--- src/rtl/ccff_loader_pkg.sv ---
// Shared types and sizing for the configuration-chain loader.
package ccff_loader_pkg;

  typedef enum logic [2:0] {
    S_IDLE,
    S_PROG,
    S_TEST,
    S_DONE,
    S_ERR
  } state_t;

  localparam int BITSTREAM_SIZE_DEF = 29696;
  // Marker must be seen at k=SIZE and the two following cycles must be clean.
  localparam int TAIL_CHECK_CYCLES = 3;

  function automatic int cnt_w_for(input int size);
    int w;
    w = 31;
    for (int i = 30; i >= 1; i--) begin
      if ((2 ** i) > (size + TAIL_CHECK_CYCLES)) w = i;
    end
    return w;
  endfunction

endpackage

--- src/rtl/ccff_word_buffer.sv ---
// Prefetch register feeding an MSB-first shift register; a word moves from
// prefetch to shift register when the shifter is empty or on its last bit.
module ccff_word_buffer #(
  parameter int WORD_W = 32
) (
  input  logic              i_clk,
  input  logic              i_rst_n,
  input  logic              i_flush,
  input  logic              i_en,
  input  logic              i_pop,
  input  logic [WORD_W-1:0] i_wdata,
  input  logic              i_wvalid,
  output logic              o_wready,
  output logic              o_bit_vld,
  output logic              o_bit
);

  localparam int BC_W = $clog2(WORD_W + 1);

  logic [WORD_W-1:0] r_shift;
  logic [WORD_W-1:0] r_pre;
  logic [BC_W-1:0]   r_left;
  logic              r_pre_vld;
  logic              w_accept;
  logic              w_last;
  logic              w_load;

  assign o_wready  = i_en & ~r_pre_vld;
  assign w_accept  = o_wready & i_wvalid;
  assign o_bit_vld = (r_left != '0);
  assign o_bit     = r_shift[WORD_W-1];
  assign w_last    = i_pop & (r_left == BC_W'(1));
  assign w_load    = r_pre_vld & ((r_left == '0) | w_last);

  always_ff @(posedge i_clk or negedge i_rst_n) begin
    if (!i_rst_n) begin
      r_shift   <= '0;
      r_pre     <= '0;
      r_left    <= '0;
      r_pre_vld <= 1'b0;
    end else if (i_flush) begin
      r_shift   <= '0;
      r_left    <= '0;
      r_pre_vld <= 1'b0;
    end else begin
      if (w_accept) begin
        r_pre     <= i_wdata;
        r_pre_vld <= 1'b1;
      end else if (w_load) begin
        r_pre_vld <= 1'b0;
      end
      if (w_load) begin
        r_shift <= r_pre;
        r_left  <= BC_W'(WORD_W);
      end else if (i_pop & o_bit_vld) begin
        r_shift <= {r_shift[WORD_W-2:0], 1'b0};
        r_left  <= r_left - BC_W'(1);
      end
    end
  end

endmodule

--- src/rtl/ccff_loader.sv ---
// Configuration-chain loader: shifts BITSTREAM_SIZE bits onto ccff_head with a
// per-bit clock enable, or runs a single-marker chain self-test on ccff_tail.
module ccff_loader
  import ccff_loader_pkg::*;
#(
  parameter int BITSTREAM_SIZE = BITSTREAM_SIZE_DEF,
  parameter int WORD_W         = 32,
  parameter int CNT_W          = 16
) (
  input  logic              prog_clk,
  input  logic              pReset,
  input  logic              start,
  input  logic              test_mode,
  input  logic              abort,
  input  logic [WORD_W-1:0] wdata,
  input  logic              wvalid,
  output logic              wready,
  output logic              ccff_head,
  input  logic              ccff_tail,
  output logic              prog_clk_en,
  output logic              busy,
  output logic              done,
  output logic              error,
  output logic [CNT_W-1:0]  bit_count
);

  localparam logic [CNT_W-1:0] L_SIZE = CNT_W'(BITSTREAM_SIZE);
  localparam logic [CNT_W-1:0] L_LAST = CNT_W'(BITSTREAM_SIZE + TAIL_CHECK_CYCLES - 1);

  state_t           r_state;
  state_t           w_state_nxt;
  logic [CNT_W-1:0] r_cnt;
  logic [CNT_W-1:0] w_cnt_nxt;
  logic             r_head;
  logic             w_head;
  logic             w_shift;
  logic             w_bit_vld;
  logic             w_bit;
  logic             w_tail_bad;
  logic             w_flush;
  logic             w_pop;

  assign w_flush = abort | (r_state != S_PROG);
  assign w_pop   = w_shift & (r_state == S_PROG);

  ccff_word_buffer #(.WORD_W(WORD_W)) u_buf (
    .i_clk     (prog_clk),
    .i_rst_n   (pReset),
    .i_flush   (w_flush),
    .i_en      (r_state == S_PROG),
    .i_pop     (w_pop),
    .i_wdata   (wdata),
    .i_wvalid  (wvalid),
    .o_wready  (wready),
    .o_bit_vld (w_bit_vld),
    .o_bit     (w_bit)
  );

  // k=0 launches the marker and is never checked; the tail must carry it only at k=SIZE.
  assign w_tail_bad = (r_cnt != '0) & (ccff_tail != (r_cnt == L_SIZE));

  always_comb begin
    w_state_nxt = r_state;
    w_cnt_nxt   = r_cnt;
    w_shift     = 1'b0;
    w_head      = r_head;
    case (r_state)
      S_PROG: begin
        if (w_bit_vld) begin
          w_shift   = 1'b1;
          w_head    = w_bit;
          w_cnt_nxt = r_cnt + CNT_W'(1);
          if (w_cnt_nxt == L_SIZE) w_state_nxt = S_DONE;
        end
      end
      S_TEST: begin
        w_shift   = 1'b1;
        w_head    = (r_cnt == '0);
        w_cnt_nxt = r_cnt + CNT_W'(1);
        if (w_tail_bad)           w_state_nxt = S_ERR;
        else if (r_cnt == L_LAST) w_state_nxt = S_DONE;
      end
      default: ;
    endcase
    if (start && (r_state == S_IDLE || r_state == S_DONE || r_state == S_ERR)) begin
      w_state_nxt = test_mode ? S_TEST : S_PROG;
      w_cnt_nxt   = '0;
    end
    if (abort) begin
      w_state_nxt = S_IDLE;
      w_cnt_nxt   = r_cnt;
      w_shift     = 1'b0;
      w_head      = r_head;
    end
  end

  always_ff @(posedge prog_clk or negedge pReset) begin
    if (!pReset) begin
      r_state <= S_IDLE;
      r_cnt   <= '0;
      r_head  <= 1'b0;
    end else begin
      r_state <= w_state_nxt;
      r_cnt   <= w_cnt_nxt;
      if (w_shift) r_head <= w_head;
    end
  end

  assign ccff_head   = w_head;
  assign prog_clk_en = w_shift;
  assign busy        = (r_state == S_PROG) | (r_state == S_TEST);
  assign done        = (r_state == S_DONE);
  assign error       = (r_state == S_ERR);
  assign bit_count   = r_cnt;

endmodule

--- config.mk ---
export PLATFORM = sky130hd
export DESIGN_NAME = ccff_loader
export DESIGN_NICKNAME = d
export VERILOG_FILES = /design/src/rtl/ccff_loader_pkg.sv /design/src/rtl/ccff_word_buffer.sv /design/src/rtl/ccff_loader.sv
export SDC_FILE = /design/constraint.sdc
export NUM_CORES = 1
export LEC_CHECK = 0
export ABC_AREA = 1
export BUFFER_PORTS_ARGS = -buffer_cell sky130_fd_sc_hd__buf_2
export CORE_ASPECT_RATIO = 1.1
export CORE_MARGIN = 2
export CORE_UTILIZATION = 53
export DETAILED_ROUTE_END_ITERATION = 8
export PLACE_DENSITY = 0.85
export SYNTH_ARGS = -nofsm -noshare
export SYNTH_HDL_FRONTEND = slang
export SYNTH_SLANG_ARGS = --single-unit
--- constraint.sdc ---
create_clock -name prog_clk -period 2.2 [get_ports prog_clk]
set_input_delay 0 -clock prog_clk [delete_from_list [all_inputs] [get_ports prog_clk]]
set_output_delay 0 -clock prog_clk [all_outputs]
set_load 0.03 [all_outputs]
======== Word-level counts from Yosys, hierarchy flattened ========
Cells that the tools add are included.
storage, ports and cells
  bits in registers ....................... 91
  logic and storage cells ................. 77
operators by class
  $add $sub $neg .......................... 2
  equal/unequal tests ..................... 14
  multiplexer cells ....................... 26
  bitwise gates (word level) .............. 13
  reduce and logical (&&, ||, !) cells .... 15
operators by type and width
  cell                     number
  $mux W32                 3
  $eq A16 B15 Y1 const B   3
  $mux W16                 2
  $pmux W16 S2             1
  $mux W3                  6
  $mux W6                  3
  $add A16 B1 Y16 const B  1
  $logic_not A16 Y1        1
  $reduce_bool A16 Y1      1
  $reduce_bool A3 Y1       3
  $ne A4 B4 Y1 const B     2
  $and A1 B1 Y1            7
  $mux W1                  7
  $eq A3 B2 Y1 const B     2
  $eq A6 B1 Y1 const B     1
  $logic_not A6 Y1         1
  $pmux W3 S2              1
  $reduce_bool A6 Y1       1
  $sub A6 B1 Y6 const B    1
  $ne A5 B5 Y1 const B     1
  $pmux W1 S2              2
  $reduce_and A4 Y1        1
  $reduce_bool A4 Y1       1
  $eq A3 B1 Y1 const B     1
  12 further kinds         17

======== Logic depth before layout (Yosys ltp) ========
Gate-level depths: netlist of run 1.
  depth after elaboration ................. 11
  depth in mapped cells ................... 15
  mapped depth without buffers ............ 15

======== Hierarchy ========
A second synthesis of run 1 with hierarchy kept.
unflattened totals
  cell total of the unflattened synthesis .. 598
  area total of the unflattened synthesis .. 4,833.4 um^2
modules (own cells, without submodules)
  module            instances  cells each  area an instance (um^2)  seq. area each (um^2)
  ccff_word_buffer  1          370         3,363.2                  1,776.7
  ccff_loader       1          228         1,470.2                  500.5

======== Worst setup path after synthesis of run 1 ========
OpenSTA, ideal clock, no wires.
  path kind ............................... register -> register
  from .................................... register r_state[1]
  to ...................................... register r_state[2]
  data arrival time ....................... 2.022 ns
  data required time ...................... 2.083 ns
  setup slack ............................. 0.061 ns
  cell stages (with the launch flop) ...... 10
  buffers on the path ..................... 0
  cells stage by stage .................... dfrtp_1 -> inv_1 -> nor3_1 -> o21ai_1 -> nand2_1 -> inv_1 -> a22oi_1 -> nand2_1 -> nand2_1 -> nand2_1
between the ends
  word-level cells in the longest chain between the ends .. 6
  elaborated cells between the ends (all ways) .. 16
  those cells by class .................... eq/ne: 7; mux: 3; reduce/logical: 6
ends and longest elaborated chain
  item                                                           RTL line            source
  from (decl)                                                    ccff_loader.sv:30   state_t r_state;
  from (signal assigned)                                         ccff_loader.sv:103  r_state <= w_state_nxt;
  $eq A3 B2 Y1 (*)                                               -
  net done                                                       ccff_loader.sv:22   output logic done,
  $logic_or A1 B1 Y1 (*) (2 in a row)                            ccff_loader.sv:85   if (start && (r_state == S_IDLE || r_state == S_DONE || r_state == S_ERR)) begin
  $logic_and A1 B1 Y1 (*)                                        ccff_loader.sv:85
  $ne A5 B5 Y1 (no line), or another cell as far along           -
  $reduce_and A4 Y1 (no line) / $mux W3 (equally long branches)  -
Mark *: on every way through the listed nets, which the timed path passes. The rest lies on a longest branch.
A chain may end at the register's enable or synchronous reset.

======== Final worst setup path of run 1 ========
  from .................................... register u_buf.r_left[0]
  to ...................................... output ccff_head
between the ends
  word-level cells in the longest chain between the ends .. 4
ends and longest elaborated chain
  item                    RTL line                source
  from (decl)             ccff_word_buffer.sv:22  logic [BC_W-1:0] r_left;
  from (signal assigned)  ccff_word_buffer.sv:54  r_left <= BC_W'(WORD_W);
  from (signal assigned)  ccff_word_buffer.sv:57  r_left <= r_left - BC_W'(1);
  $reduce_bool A6 Y1      ccff_word_buffer.sv:30  assign o_bit_vld = (r_left != '0);
  $mux W1                 ccff_loader.sv:69       if (w_bit_vld) begin
  $pmux W1 S2             ccff_loader.sv:67       case (r_state)
  $mux W1                 ccff_loader.sv:89       if (abort) begin
  to (decl)               ccff_loader.sv:18       output logic ccff_head,
No other way between the ends.

==> results of run 1 <==
[metal layers]
| layer | part of all wire | vias up | global-route usage |
|---|---|---|---|
| met4 | 0.024 | 0 | 0.106 |
| met3 | 0.049 | 29 | 0.0435 |
| met5 | 0 | - | 0 |
| met2 | 0.51 | 135 | 0.415 |
| li1 | - | 1867 | - |
| met1 | 0.42 | 1850 | 0.297 |
[how the worst max path moves through the flow]
stage                                 from                      to  slack, ns
2_1_floorplan       r_state[1]$_DFFE_PN0P_  r_state[2]$_DFFE_PN0P_       0.06
3_3_place_gp      bit_count[0]$_DFFE_PN0P_  r_state[2]$_DFFE_PN0P_       0.29
3_5_place_dp      bit_count[0]$_DFFE_PN0P_  r_state[2]$_DFFE_PN0P_       0.18
4_1_cts        u_buf.r_left[0]$_DFFE_PN0P_               ccff_head       0.06
5_1_grt           bit_count[1]$_DFFE_PN0P_  r_state[2]$_DFFE_PN0P_     -0.006
6_report       u_buf.r_left[0]$_DFFE_PN0P_               ccff_head       0.12
[synth_stat cells (2+ instances only)]
cell type | n | area (µm²)
sky130_fd_sc_hd__nand2_1 | 80 | 300
sky130_fd_sc_hd__a21oi_1 | 33 | 165
sky130_fd_sc_hd__buf_2 | 7 | 35.0
sky130_fd_sc_hd__xor2_1 | 4 | 35.0
sky130_fd_sc_hd__mux2_2 | 27 | 304
sky130_fd_sc_hd__buf_6 | 3 | 33.8
sky130_fd_sc_hd__nor2_1 | 43 | 161
sky130_fd_sc_hd__nand4_1 | 9 | 56.3
sky130_fd_sc_hd__inv_2 | 4 | 15.0
sky130_fd_sc_hd__dfrtp_1 | 91 | 2280
sky130_fd_sc_hd__o21ai_1 | 12 | 60.1
sky130_fd_sc_hd__mux2_1 | 5 | 56.3
sky130_fd_sc_hd__clkbuf_1 | 7 | 26.3
sky130_fd_sc_hd__inv_1 | 64 | 240
sky130_fd_sc_hd__o21ai_0 | 66 | 330
sky130_fd_sc_hd__nor2_2 | 2 | 12.5
sky130_fd_sc_hd__nor3_1 | 4 | 20.0
sky130_fd_sc_hd__o22ai_1 | 10 | 62.6
sky130_fd_sc_hd__ha_1 | 7 | 87.6
sky130_fd_sc_hd__nand3_1 | 19 | 95.1
[through the flow]
stage                     total power, mW  area [µm²]  hold WS [ns]  TNS (ns)
after floorplan                      3.49        4470        -0.296         0
after global placement               3.86        4890        0.0480         0
after CTS                            5.19        5440        0.0135         0
after global routing                 5.56        5470        0.0589   -0.0114
after detailed placement             3.95        4890        0.0503         0
final                                5.23        5470        0.0523         0
[where the power goes]
part / internal (mW) / leakage (nW) / switching [mW]
registers: 2.06 / 1.20 / 0.299
clock network: 0.571 / 0.105 / 0.632
logic: 0.656 / 1.23 / 1.02
total: 3.29 / 2.54 / 1.95
[cell families (layout without fill, tap and decap cells)]
family | count (synthesis) | after routing | synth area share
AND/OR/NAND/NOR | 162 | 162 | 0.155
AO/OA/AOI/OAI | 125 | 125 | 0.145
flip-flops | 91 | 91 | 0.509
buffers and inverters | 86 | 185 | 0.0800
multiplexers | 32 | 32 | 0.0806
adder cells (fa/ha/maj) | 7 | 7 | 0.0196
XOR/XNOR | 5 | 5 | 0.00979
[sequential cells by signal, indices dropped and copies added (netlist names)]
register / flops
bit_count: 16
r_head: 1
r_state: 3
u_buf.r_left: 6
u_buf.r_pre: 32
u_buf.r_pre_vld: 1
u_buf.r_shift: 32
[placed cells by master (no fill, tap or decap), drive strengths merged]
master       count
xor2             4
clkbuf          10
nor2            45
clkinvlp         1
a22o             1
a21oi           34
o22ai           10
bufinv           1
nor3             6
buf             67
a22oi            1
clkinv           1
o31ai            1
nand3           20
and2             1
nand4            9
mux2            32
nand2           80
inv             71
ha               7
or2              1
dfrtp           91
o21ai           78
xnor2            1
dlygate4sd3     34
[worst register-to-register path: stages (launching register included)]
cell and delay [ns]:
sky130_fd_sc_hd__dfrtp_1 0.40, sky130_fd_sc_hd__inv_1 0.13, sky130_fd_sc_hd__ha_1 0.20, sky130_fd_sc_hd__nand3_2 0.13, sky130_fd_sc_hd__o21ai_2 0.39, sky130_fd_sc_hd__buf_12 0.24
sky130_fd_sc_hd__a21oi_1 0.08, sky130_fd_sc_hd__o21ai_0 0.13, sky130_fd_sc_hd__o21ai_0 0.15
[area by class of cell]
class	count	area (µm²)	share of cell area
flip-flops and latches	91	2280	0.417
multi-input cells	331	1860	0.340
repair buffers	101	724	0.132
inverters	68	258	0.0471
well taps	111	139	0.0254
clock buffers	10	138	0.0252
clock inverters	6	71.3	0.0130
[what timing repair did]
item / CTS / global route
hold endpoints to repair: 78 / 0
pin swaps: 0 / 1
gates resized for setup: 1 / 8
setup buffers: 0 / 1
hold buffers: 34 / 0
endpoints found under the setup margin: 1 / 12
==> Flow_metrics.wiki, run 1 <==
{| class="wikitable"
! Metric !! Value
|-
| Result of the run || finished clean
|-
| Critical path type || reg2out
|-
| YS warnings || 0
|-
| Share of synthesized flip-flops with an asynchronous set or reset || 1.00
|-
| TritonCTS Sinks || 91
|-
| Sum of net half-perimeters after detailed placement || 6600 µm
|-
| Gate count after technology mapping || 508
|-
| Count of TritonRoute iterations in the first routing pass || 5
|-
| Peak per-stage delay on the critical path || around 0.40 ns
|-
| Endpoint type of the worst setup path || primary output
|-
| Boundary Pins || just over 60
|-
| Core region area || 0.00828 mm²
|-
| Routed wire length || 10400 µm
|-
| Most frequently used flop master after synthesis || sky130_fd_sc_hd__dfrtp_1
|-
| Min cycle time layout || 2.08 ns
|-
| Core Rows || 35
|-
| Kind of start point of the critical path || flip-flop
|-
| Remaining design rule violation count || 0
|-
| Cell chain of the critical path || inv_1 > ha_1 > nand3_2 > a21oi_2 > nor2_4 > inv_4 > nand2_1 > nand2_1 > buf_2
|-
| Max-cap violations || 0
|-
| Final worst slack || between 0.1 and 0.15 ns
|-
| Min-delay worst type || in2reg
|-
| Global-route wire length before repair || 17500 µm
|-
| Filler cells || around 640
|-
| Clock root cell || sky130_fd_sc_hd__clkbuf_8
|-
| H-tree depth || 3
|-
| Post-synthesis to final-layout area growth || 22.4%
|-
| Area enclosed by the die boundary || 0.00919 mm²
|-
| Part of the Yosys area used for sequential elements || 0.509
|-
| Pre-CTS worst setup slack || about 0.18 ns
|-
| Routability-driven placement congestion ratio || 0.920
|-
| Max-slew violation count || 0
|-
| Final-stage net count || approximately 650
|-
| End-of-flow core utilization || 0.661
|-
| Reg-to-reg endpoint || u_buf.r_shift[23]$_DFFE_PN0P_
|-
| TritonCTS buffer count || 9
|-
| Initial antenna violation count || 0
|-
| Routed WL per cell || about 14 µm
|-
| Maximum VDD drop || 0.572 mV
|-
| I/O Buffers || 60
|-
| Max Clk Rate || 481 MHz
|-
| Netlist cell types || 31
|-
| Count of flip-flops with a built-in enable after synthesis || 0
|-
| Number of hold violations in the final report || 0
|-
| Register bit count reported by yosys || 91
|-
| Net count of the mapped netlist || 554
|-
| Number of global-route vias before repair || 3886
|-
| Normalized max-slew margin || 0.596
|-
| DR iter-0 viols || 232
|-
| Aggregate global-route resource usage || 0.240
|-
| Power density relative to cell area || 956 mW/mm²
|-
| Initial Util || 0.540
|-
| Ratio of final minimum period to clock period || 0.945
|-
| Worst setup slack for register-to-register paths || 0.23 ns
|-
| Combined buffer and inverter count along the critical path || 3
|-
| Number of nets with antenna violations after detailed routing || 0
|-
| HP Start || test_mode
|-
| Beginning of the worst register-to-register path || u_buf.r_left[0]$_DFFE_PN0P_
|-
| Overall die height || between 100 and 150 µm
|-
| Share of final-layout standard cells stronger than drive strength 1 || 0.213
|-
| Clock network latency to the later pin of the worst-skew pair || roughly 0.36 ns
|-
| Max Root-Sink Buffers || 2
|-
| Crit path DAT || 2.08 ns
|-
| Cells after DPL || 667
|-
| Reg2reg path depth || 8
|-
| Vias per cell || 5.41
|-
| Combined area of all synthesized cells || 0.00447 mm²
|-
| Worst-case hold path end point || r_state[0]$_DFFE_PN0P_
|-
| Data required, critical path || 2.20 ns
|-
| Number of non-filler instances in the completed layout || 718
|-
| Most Frequent Cell on Critical Path || sky130_fd_sc_hd__nand2_1
|-
| Crit path max-delay family || buffers and inverters
|-
| Depth of the worst hold-timing path || 6
|-
| Crit-path slowest cell || sky130_fd_sc_hd__dfrtp_1
|-
| Leakage power summed over all cells || 2.54 nW
|-
| Count of cell instances traversed by the critical path || 9
|-
| Worst Skew || ~0.008 ns
|-
| Count of final setup violators || 0
|-
| Synthesized area per cell || 8.80 µm²
|-
| Max Fanout on Critical Path || 10
|-
| Width of the chip || 91.6 µm
|-
| Clock transition at the registers of the reported paths || 0.09 ns
|-
| Via Count || 3881
|-
| Antenna cells || 0
|-
| GRT Residual Overflow || 0
|-
| Slew at the pin closest to its max-slew limit || 0.606 ns
|-
| Pin count of the biggest net entering global routing || 66
|-
| TritonCTS clock tree || built
|}
(Power assumes the default switching activity.)
==> run 2: changes to the inputs <==
- RECOVER_POWER: default -> 50
==> Flow_metrics.wiki, run 2 (synthesis gave the netlist of run 1 again) <==
{| class="wikitable"
! Metric !! Value
|-
| Peak per-stage delay on the critical path || 0.40 ns (about the same)
|-
| Area enclosed by the die boundary || 0.00919 mm² (unchanged)
|-
| Critical path type || reg2out (unchanged)
|-
| Smallest hold slack || 0.0550 ns (was 0.0523 ns)
|-
| I/O Buffers || 60 (unchanged)
|-
| Number of nets with antenna violations after detailed routing || 0 (unchanged)
|-
| Remaining design rule violation count || 0 (unchanged)
|-
| Endpoint type of the worst setup path || primary output (unchanged)
|-
| Routability-driven placement congestion ratio || 0.920 (unchanged)
|-
| Max Root-Sink Buffers || 2 (unchanged)
|-
| GRT Residual Overflow || 0 (unchanged)
|-
| Min-delay worst type || in2reg (unchanged)
|-
| Number of global-route vias before repair || 3886 (unchanged)
|-
| Result of the run || finished clean (unchanged)
|-
| Max Clk Rate || 480 MHz (was 481 MHz)
|-
| Leakage power summed over all cells || 2.49 nW (was 2.54 nW)
|-
| Antenna cells || 0 (unchanged)
|-
| TritonCTS clock tree || built (unchanged)
|-
| Clock root cell || sky130_fd_sc_hd__clkbuf_8 (unchanged)
|-
| Depth of the worst hold-timing path || 5 (was 6)
|-
| Global-route wire length before repair || 17500 µm (unchanged)
|-
| Vias per cell || 5.41 (about the same)
|-
| Final-stage net count || 648 (unchanged)
|-
| TritonCTS buffer count || 9 (unchanged)
|-
| Share of total power in combinational logic || 0.319 (about the same)
|-
| Share of final-layout standard cells stronger than drive strength 1 || 0.198 (was 0.213)
|-
| Initial Util || 0.540 (unchanged)
|-
| Crit-path slowest cell || sky130_fd_sc_hd__dfrtp_1 (unchanged)
|-
| Worst setup slack for register-to-register paths || 0.22 ns (was 0.23 ns)
|-
| Most common cell after layout, fill and taps aside || sky130_fd_sc_hd__dfrtp_1 (unchanged)
|-
| Worst Skew || 0.00796 ns (was 0.00824 ns)
|-
| Area taken by flip-flops and latches || 0.00228 mm² (unchanged)
|-
| Switching Share || 0.372 (about the same)
|-
| Pin count of the biggest net entering global routing || 66 (unchanged)
|-
| Data required, critical path || 2.20 ns (about the same)
|-
| Worst-case hold path end point || r_state[1]$_DFFE_PN0P_ (was r_state[0]$_DFFE_PN0P_)
|-
| Fraction of power consumed by sequential logic || 0.452 (was 0.451)
|-
| Top library cells by usage in the layout, fill and taps aside || 89 x sky130_fd_sc_hd__dfrtp_1, 79 x sky130_fd_sc_hd__nand2_1, 66 x sky130_fd_sc_hd__o21ai_0, 64 x sky130_fd_sc_hd__inv_1, 50 x sky130_fd_sc_hd__buf_2 (was 89 x sky130_fd_sc_hd__dfrtp_1, 79 x sky130_fd_sc_hd__nand2_1, 66 x sky130_fd_sc_hd__o21ai_0, 64 x sky130_fd_sc_hd__inv_1, 59 x sky130_fd_sc_hd__buf_2)
|-
| Max-cap violations || 0 (unchanged)
|-
| Core Rows || 35 (unchanged)
|-
| Clock transition at the registers of the reported paths || 0.09 ns (about the same)
|-
| Pre-CTS worst setup slack || 0.185 ns (unchanged)
|-
| Multi-input gate area in the final layout || 0.00186 mm² (unchanged)
|-
| Sum of net half-perimeters after detailed placement || 6600 µm (unchanged)
|-
| Routed wire length || 10400 µm (about the same)
|-
| Count of final setup violators || 0 (unchanged)
|-
| Internal power contribution || 3.28 mW (was 3.29 mW)
|-
| Max Fanout on Critical Path || 10 (unchanged)
|-
| Cell chain of the critical path || inv_1 > ha_1 > nand3_2 > a21oi_2 > nor2_4 > inv_4 > nand2_1 > nand2_1 > buf_2 (unchanged)
|-
| Maximum VDD drop || 0.570 mV (was 0.572 mV)
|-
| Normalized max-slew margin || 0.245 (was 0.596)
|-
| DR iter-0 viols || 234 (was 232)
|-
| Clock network latency to the later pin of the worst-skew pair || 0.36 ns (about the same)
|-
| Share of total power in the clock network || 0.229 (was 0.230)
|-
| Number of hold violations in the final report || 0 (unchanged)
|-
| Overall die height || 100 µm (unchanged)
|-
| Reg-to-reg endpoint || r_state[2]$_DFFE_PN0P_ (was u_buf.r_shift[23]$_DFFE_PN0P_)
|-
| Most Frequent Cell on Critical Path || sky130_fd_sc_hd__nand2_1 (unchanged)
|-
| Final worst slack || 0.118 ns (was 0.122 ns)
|-
| Routed WL per cell || 14.5 µm (about the same)
|-
| Switching power summed over all nets || 1.94 mW (was 1.95 mW)
|-
| Min cycle time layout || 2.08 ns (about the same)
|-
| Initial antenna violation count || 0 (unchanged)
|-
| TritonCTS Sinks || 91 (unchanged)
|-
| Power density relative to cell area || 958 mW/mm² (was 956 mW/mm²)
|-
| Post-synthesis to final-layout area growth || 21.8% (was 22.4%)
|-
| Slew at the pin closest to its max-slew limit || 1.13 ns (was 0.606 ns)
|-
| Width of the chip || 91.6 µm (unchanged)
|-
| Boundary Pins || 61 (unchanged)
|-
| H-tree depth || 3 (unchanged)
|-
| Crit path DAT || 2.08 ns (about the same)
|-
| Timing startpoint of the critical path || u_buf.r_left[0]$_DFFE_PN0P_ (unchanged)
|-
| HP Start || test_mode (unchanged)
|-
| Via Count || 3883 (was 3881)
|-
| Reg2reg path depth || 13 (was 8)
|-
| Ratio of final minimum period to clock period || 0.946 (was 0.945)
|-
| Max-slew violation count || 0 (unchanged)
|-
| Filler cells || 644 (was 635)
|-
| Kind of start point of the critical path || flip-flop (unchanged)
|-
| Core region area || 0.00828 mm² (unchanged)
|-
| Beginning of the worst register-to-register path || bit_count[0]$_DFFE_PN0P_ (was u_buf.r_left[0]$_DFFE_PN0P_)
|-
| Count of TritonRoute iterations in the first routing pass || 4 (was 5)
|-
| Aggregate global-route resource usage || 0.240 (unchanged)
|}
## run 2: per-layer routing
layer	up-vias	GRT usage	part of all wire	wire (µm)
met3	24	0.0435	0.051	527
met5	-	0	0	0
met4	0	0.106	0.023	242
met1	1856	0.297	0.41	4300
met2	136	0.415	0.51	5310
li1	1867	-	-	-
## run 2: area by class of cell
cell class | instances | area share
well taps | 111 | 0.0255
flip-flops and latches | 91 | 0.419
multi-input cells | 331 | 0.342
repair buffers | 101 | 0.128
clock buffers | 10 | 0.0253
inverters | 68 | 0.0473
clock inverters | 6 | 0.0131
## run 2: worst max-delay path by stage
| stage | endpoint | slack, ns | depth (start not counted) |
|---|---|---|---|
| after floorplan | r_state[2]$_DFFE_PN0P_ | 0.06 | 9 |
| after global placement | r_state[2]$_DFFE_PN0P_ | 0.29 | 14 |
| after detailed placement | r_state[2]$_DFFE_PN0P_ | 0.18 | 13 |
| after CTS | ccff_head | 0.06 | 9 |
| after global routing | r_state[2]$_DFFE_PN0P_ | -0.006 | 14 |
| final | ccff_head | 0.12 | 9 |
## run 2: what timing repair did
| item | 4_1_cts | 5_1_grt |
|---|---|---|
| gates resized for setup | 1 | 8 |
| cloned | 0 | 0 |
| pin swaps | 0 | 1 |
| buffers inserted | 0 | 1 |
| endpoints found under the hold margin | 78 | 0 |
| setup endpoints to repair | 1 | 12 |
| hold buffers | 34 | 0 |
## run 2: critical path: cells and delay by family, from the launching register on
| family | cells | cell delay (ns) |
|---|---|---|
| buf+inv | 3 | 0.46 |
| flops | 1 | 0.40 |
| simple gates | 4 | 0.39 |
| compound gates | 1 | 0.26 |
| fa+ha+maj | 1 | 0.20 |
## run 2: power by group through the flow
| stage | Combinational [mW] | Clock (mW) | Sequential [mW] |
|---|---|---|---|
| after global placement | 1.51 | 0 | 2.35 |
| after CTS | 1.63 | 1.22 | 2.35 |
| after global routing | 1.84 | 1.30 | 2.41 |
| final | 1.66 | 1.20 | 2.36 |
| after floorplan | 1.13 | 0 | 2.36 |
| after detailed placement | 1.57 | 0 | 2.38 |
## run 2: through the flow
stage | area (µm²) | total power [mW] | utilization | std cells | TNS [ns]
5_1_grt | 5450 | 5.55 | 0.658 | 718 | -0.0114
2_1_floorplan | 4470 | 3.49 | - | 508 | 0
4_1_cts | 5440 | 5.19 | 0.657 | 717 | 0
3_5_place_dp | 4890 | 3.95 | 0.590 | 667 | 0
3_3_place_gp | 4890 | 3.86 | 0.590 | 667 | 0
6_report | 5450 | 5.22 | 0.658 | 718 | 0
